File: src/rtl/dmem_access_ctrl_if.sv
// Request/ready bus between the MEM-stage access controller (master) and the data cache (slave).
interface dmem_access_ctrl_if;
  logic        cache_req;
  logic        cache_we;
  logic [31:0] cache_addr;
  logic [1:0]  cache_size;
  logic [31:0] cache_wdata;
  logic        cache_ready;
  logic [31:0] cache_rdata;

  modport master (
    output cache_req, cache_we, cache_addr, cache_size, cache_wdata,
    input  cache_ready, cache_rdata
  );

  modport slave (
    input  cache_req, cache_we, cache_addr, cache_size, cache_wdata,
    output cache_ready, cache_rdata
  );
endinterface

File: src/rtl/dmem_access_ctrl.sv
// MEM-stage data-memory access controller: sequences loads/stores through the cache handshake,
// stalls the pipeline while an access is outstanding, and forwards word loads from the last word store.
module dmem_access_ctrl #(
  parameter int unsigned TIMEOUT = 255
) (
  input  logic                      clk,
  input  logic                      rst,
  input  logic                      mem_rd_en,
  input  logic                      mem_wr_en,
  input  logic [31:0]               mem_addr,
  input  logic [1:0]                mem_size,
  input  logic [31:0]               mem_wdata,
  dmem_access_ctrl_if.master        cbus,
  output logic                      cache_stall,
  output logic [31:0]               mem_data,
  output logic                      store_load_hazard,
  output logic [31:0]               store_data_fwd,
  output logic                      bus_err
);

  localparam int unsigned CW = $clog2(TIMEOUT + 1);
  localparam logic [CW-1:0] CNT_LAST = CW'(TIMEOUT - 1);
  localparam logic [1:0] SIZE_WORD = 2'b10;

  typedef enum logic {IDLE, WAIT} state_t;

  state_t        state;
  logic [CW-1:0] cnt;
  logic          sb_valid;
  logic [31:2]   sb_addr;
  logic [31:0]   sb_data;

  logic access;
  logic fwd_hit;
  logic ready_hit;
  logic timeout_hit;

  assign access      = mem_rd_en | mem_wr_en;
  assign fwd_hit     = (state == IDLE) && mem_rd_en && (mem_size == SIZE_WORD) &&
                       sb_valid && (mem_addr[31:2] == sb_addr);
  assign ready_hit   = (state == WAIT) && cbus.cache_ready;
  assign timeout_hit = (state == WAIT) && !cbus.cache_ready && (cnt == CNT_LAST);

  // The pipeline is released in the ready cycle and in the abort cycle, so it advances at that edge.
  assign cache_stall       = (state == IDLE) ? (access && !fwd_hit) : !(cbus.cache_ready || timeout_hit);
  assign mem_data          = ready_hit ? cbus.cache_rdata : 32'h0;
  assign store_load_hazard = fwd_hit;
  assign store_data_fwd    = sb_data;

  // NOTE: all state below is updated with non-blocking assignments so every register samples
  // pre-edge values; blocking here would let later statements see half-updated state.
  always_ff @(posedge clk or posedge rst) begin
    if (rst) begin
      state            <= IDLE;
      cbus.cache_req   <= 1'b0;
      cbus.cache_we    <= 1'b0;
      cbus.cache_addr  <= 32'h0;
      cbus.cache_size  <= 2'b00;
      cbus.cache_wdata <= 32'h0;
      cnt              <= '0;
      sb_valid         <= 1'b0;
      sb_addr          <= '0;
      sb_data          <= 32'h0;
      bus_err          <= 1'b0;
    end else begin
      unique case (state)
        IDLE: begin
          if (access && !fwd_hit) begin
            state            <= WAIT;
            cbus.cache_req   <= 1'b1;
            cbus.cache_we    <= mem_wr_en;
            cbus.cache_addr  <= mem_addr;
            cbus.cache_size  <= mem_size;
            cbus.cache_wdata <= mem_wdata;
            cnt              <= '0;
          end
        end
        WAIT: begin
          if (cbus.cache_ready) begin
            state          <= IDLE;
            cbus.cache_req <= 1'b0;
            if (cbus.cache_we) begin
              // Only whole-word stores are buffered; a partial store to that word makes it stale.
              if (cbus.cache_size == SIZE_WORD) begin
                sb_valid <= 1'b1;
                sb_addr  <= cbus.cache_addr[31:2];
                sb_data  <= cbus.cache_wdata;
              end else if (cbus.cache_addr[31:2] == sb_addr) begin
                sb_valid <= 1'b0;
              end
            end
          end else if (cnt == CNT_LAST) begin
            state          <= IDLE;
            cbus.cache_req <= 1'b0;
            bus_err        <= 1'b1;
          end else begin
            cnt <= cnt + CW'(1);
          end
        end
        default: state <= IDLE;
      endcase
    end
  end

endmodule

File: src/flat_wrapper.sv
// flat-port wrapper written by rule: the top's interface ports become plain ports
module dmem_access_ctrl_flat 
#(
  parameter int unsigned TIMEOUT = 255
)
  (clk, rst, mem_rd_en, mem_wr_en, mem_addr, mem_size, mem_wdata, cache_stall, mem_data, store_load_hazard, store_data_fwd, bus_err, cbus_cache_req, cbus_cache_we, cbus_cache_addr, cbus_cache_size, cbus_cache_wdata, cbus_cache_ready, cbus_cache_rdata);
  dmem_access_ctrl_if cbus_i ();
  input  logic clk;
  input  logic rst;
  input  logic mem_rd_en;
  input  logic mem_wr_en;
  input  logic [31:0] mem_addr;
  input  logic [1:0] mem_size;
  input  logic [31:0] mem_wdata;
  output logic cache_stall;
  output logic [31:0] mem_data;
  output logic store_load_hazard;
  output logic [31:0] store_data_fwd;
  output logic bus_err;
  output wire logic [$bits(cbus_i.cache_req)-1:0] cbus_cache_req;
  output wire logic [$bits(cbus_i.cache_we)-1:0] cbus_cache_we;
  output wire logic [$bits(cbus_i.cache_addr)-1:0] cbus_cache_addr;
  output wire logic [$bits(cbus_i.cache_size)-1:0] cbus_cache_size;
  output wire logic [$bits(cbus_i.cache_wdata)-1:0] cbus_cache_wdata;
  input wire logic [$bits(cbus_i.cache_ready)-1:0] cbus_cache_ready;
  input wire logic [$bits(cbus_i.cache_rdata)-1:0] cbus_cache_rdata;
  assign cbus_cache_req = cbus_i.cache_req;
  assign cbus_cache_we = cbus_i.cache_we;
  assign cbus_cache_addr = cbus_i.cache_addr;
  assign cbus_cache_size = cbus_i.cache_size;
  assign cbus_cache_wdata = cbus_i.cache_wdata;
  assign cbus_i.cache_ready = cbus_cache_ready;
  assign cbus_i.cache_rdata = cbus_cache_rdata;
  dmem_access_ctrl #(.TIMEOUT(TIMEOUT)) u_core (.clk(clk), .rst(rst), .mem_rd_en(mem_rd_en), .mem_wr_en(mem_wr_en), .mem_addr(mem_addr), .mem_size(mem_size), .mem_wdata(mem_wdata), .cbus(cbus_i), .cache_stall(cache_stall), .mem_data(mem_data), .store_load_hazard(store_load_hazard), .store_data_fwd(store_data_fwd), .bus_err(bus_err));
endmodule
File: config.mk
export PLATFORM = sky130hd
export DESIGN_NAME = dmem_access_ctrl_flat
export DESIGN_NICKNAME = d
export VERILOG_FILES = /design/src/rtl/dmem_access_ctrl_if.sv /design/src/rtl/dmem_access_ctrl.sv /design/src/flat_wrapper.sv
export SDC_FILE = /design/constraint.sdc
export NUM_CORES = 1
export LEC_CHECK = 0
export ABC_CLOCK_PERIOD_IN_PS = 6510
export BUFFER_PORTS_ARGS = -buffer_cell sky130_fd_sc_hd__buf_2
export CORE_MARGIN = 1.5
export CORE_UTILIZATION = 50
export DETAILED_ROUTE_END_ITERATION = 12
export PLACE_DENSITY = 0.77
export SYNTH_ARGS = -nofsm -noshare
export SYNTH_HDL_FRONTEND = slang
export SYNTH_SLANG_ARGS = --single-unit
File: constraint.sdc
create_clock -name clk -period 6.51 [get_ports clk]
set_clock_uncertainty 0.05 [all_clocks]
set_input_delay 1.953 -clock clk [delete_from_list [all_inputs] [get_ports clk]]
set_output_delay 1.953 -clock clk [all_outputs]
set_load 0.005 [all_outputs]
==> impl_metrics.env <==
export IMPL_fin_crit_sh_pct=84.3
export IMPL_ant_nets=0
export IMPL_final_nets=806
export IMPL_period_needed_ns=5.49
export IMPL_grt_pass1_vias=4569
export IMPL_clock_root_buffer="clkbuf_16"
export IMPL_wl_per_cell_um=17.4
export IMPL_rsz0062_at_grt="no"
export IMPL_slew_viol_final=0
export IMPL_rows=41
export IMPL_synth_warnings=0
export IMPL_worst_path_buf_inv=3
export IMPL_cts_resized_gates=0
export IMPL_timing_worst_setup_path_type="primary input to output pin"
export IMPL_crit_chain="buf_2, xor2_1, nor4_1, nand4_1, o21ai_1, buf_4, nand2_1, buf_2"
export IMPL_hold_path_class="register to register"
export IMPL_drive_above_1_share_pct=57.3
export IMPL_drc=0
export IMPL_fmax_ghz=0.182
export IMPL_synthSimpleGateAreaFrac_pct=7.68
export IMPL_start_util_pct=52.0
export IMPL_p_leak_uw=0.00427
export IMPL_power_density_nw_per_um2=448
export IMPL_globalRouteOverflowTotal=0
export IMPL_clock_sinks=141
export IMPL_ys_seq_elements=141
export IMPL_gr_usage_met3_pct=5.21
export IMPL_first_pass_iters=4
export IMPL_dieArea_um2=14000
export IMPL_global_route_usage_met2_pct=38.3
export IMPL_ctsHoldBuffers=0
export IMPL_irDropWorstVdd_uv=246
export IMPL_mostFrequentLayoutCell="buf_2"
export IMPL_synth_fa_ha_area_share_pct=0.377
export IMPL_grt_pass1_wl_um=24800
export IMPL_setup_violations=0
export IMPL_critPathMaxFanout=7
export IMPL_use_met1_pct=28.7
export IMPL_tns_ns=0
export IMPL_yosysSeqAreaShare_pct=53.1
export IMPL_slew_headroom_pct=27.6
export IMPL_synth_xor_area_share_pct=8.17
export IMPL_synthDistinctLibCells=35
export IMPL_gr_max_usage_layer="met2"
export IMPL_synthCells=464
export IMPL_routed_wl_um=15400
export IMPL_cp_end_kind="output pin"
export IMPL_area_growth_pct=28.1
export IMPL_synth_nets=569
export IMPL_cts_buffer_depth=2
export IMPL_vias_per_cell=5.09
export IMPL_post_cts_buffers=0
export IMPL_drtIter0Drc=258
export IMPL_hold_viol_final=0
export IMPL_antenna_found_initial=0
export IMPL_mostFrequentLayoutCells="buf_2 (237), dfrtp_1 (141), mux2_4 (66), mux2_2 (63)"
export IMPL_die_y_um=118
export IMPL_maxCapViolations=0
export IMPL_clock_latency_ns=0.42
export IMPL_tightest_slew_ns=1.08
export IMPL_critical_path_max_stage_delay_ns=0.40
export IMPL_gp_congestion=0.791
export IMPL_port_buffers=237
export IMPL_startpoint_type="primary input"
export IMPL_clk_pin_slew_worst_paths_ns=0.05
export IMPL_status="completed"
export IMPL_dr_total_vias=4511
export IMPL_die_w_um=118
export IMPL_crit_slowest_cell="nor4_1"
export IMPL_syn_avg_cell_area_um2=14.3
export IMPL_synth_compound_area_share_pct=1.86
export IMPL_n_antenna_cell=0
export IMPL_numCtsBuffers=17
export IMPL_track_usage_pct=22.8
export IMPL_arrival_ns=3.48
export IMPL_synth_cell_area_um2=6650
export IMPL_htree_levels=4
export IMPL_dp_hpwl_um=10900
export IMPL_synthMuxAreaShare_pct=25.6
export IMPL_required_ns=4.51
export IMPL_crit_family="simple AND/OR/NAND/NOR gates"
export IMPL_path_common_cell="buf_2"
export IMPL_synth_top_family_by_area="multiplexers"
export IMPL_power_uw=3810
export IMPL_ioPinCount=238
export IMPL_cts_tree="done"
export IMPL_core_area_um2=12800
export IMPL_grt_start_max_net_pins=100
synthesized netlist by cell type (all sizes together):
library cell | count | area, um^2
and3 | 32 | 200
ha | 2 | 25.0
or2 | 1 | 6.26
nand4b | 1 | 8.76
buf | 14 | 173
xor2 | 30 | 263
nand3b | 1 | 7.51
o31ai | 1 | 7.51
nand2 | 13 | 48.8
mux2 | 129 | 1700
o21ai | 6 | 30.0
o21a | 1 | 7.51
and2 | 1 | 6.26
xnor2 | 32 | 280
nor4 | 10 | 81.3
o22ai | 3 | 18.8
nor2b | 1 | 6.26
dfrtp | 141 | 3530
nand3 | 6 | 30.0
nand2b | 2 | 12.5
or3 | 1 | 6.26
a21oi | 2 | 10.0
clkbuf | 9 | 33.8
nor2 | 5 | 18.8
nor3 | 1 | 5.00
and4b | 1 | 10.0
a21o | 2 | 15.0
nand4 | 10 | 62.6
a31o | 4 | 35.0
inv | 2 | 7.51
cells by family (layout without fill, tap and decap cells):
kind of cell,Yosys count,after routing
DFF,141,141
muxes,129,129
adders and majority gates,2,2
buffers and inverters,25,275
and+or+nand+nor,86,86
xor gates and xnor gates,62,62
AOI/OAI and AO/OA,19,19
cell type report:
type / instances / area, um^2
fillers: 980 / 4260
flip-flops and latches: 141 / 3530
multi-input cells: 298 / 2910
repair buffers: 241 / 1220
clock buffers: 23 / 468
well taps: 172 / 215
clock inverters: 9 / 159
inverters: 2 / 12.5
layer usage:
layer | share of wire [%] | up-vias
met5 | 0 | -
met4 | 1.7 | 0
met3 | 4.0 | 17
met2 | 51 | 108
met1 | 43 | 2266
li1 | - | 2120
registers in the layout, indices dropped and copies added (netlist names):
signal,count
u_core.sb_valid,1
u_core.cbus.cache_wdata,32
u_core.bus_err,1
u_core.state,1
u_core.cbus.cache_addr,32
u_core.cbus.cache_we,1
u_core.cbus.cache_req,1
u_core.cbus.cache_size,2
u_core.store_data_fwd,32
u_core.cnt,8
u_core.sb_addr,30
final timing paths:
| path | slack (ns) | from | endpoint | cells after the start |
|---|---|---|---|---|
| worst max-delay path | 1.02 | mem_addr[3] | cache_stall | 8 |
| worst min-delay path | 0.41 | u_core.bus_err | u_core.bus_err | 1 |
| worst max register to register | 3.16 | u_core.state | u_core.cbus.cache_wdata[9] | 6 |
| worst min register to register | 0.41 | u_core.bus_err | u_core.bus_err | 1 |
| max in group asynchronous | 3.65 | rst | u_core.sb_addr[28] | 3 |
| min in group asynchronous | 1.65 | rst | u_core.cbus.cache_wdata[7] | 2 |
stage by stage:
| stage | setup slack, ns | cells | hold slack, ns | utilization, % | instance area (um^2) |
|---|---|---|---|---|---|
| finish | 1.02 | 886 | 0.405 | 66.6 | 8510 |
| floorplan | 0.726 | 464 | 0.400 | - | 6650 |
| detailed placement | 1.03 | 854 | 0.403 | 61.7 | 7880 |
| CTS | 1.02 | 886 | 0.414 | 66.6 | 8510 |
| global placement | 1.03 | 854 | 0.390 | 61.7 | 7880 |
| global route | 0.824 | 886 | 0.423 | 66.6 | 8510 |
where the power goes:
part	internal, uW	total (uW)	switching, uW
combinational	750	1220	473
clock	663	1030	362
sequential	1230	1560	331
total	2640	3810	1170
Note: power is estimated with default switching activity, not from simulation.
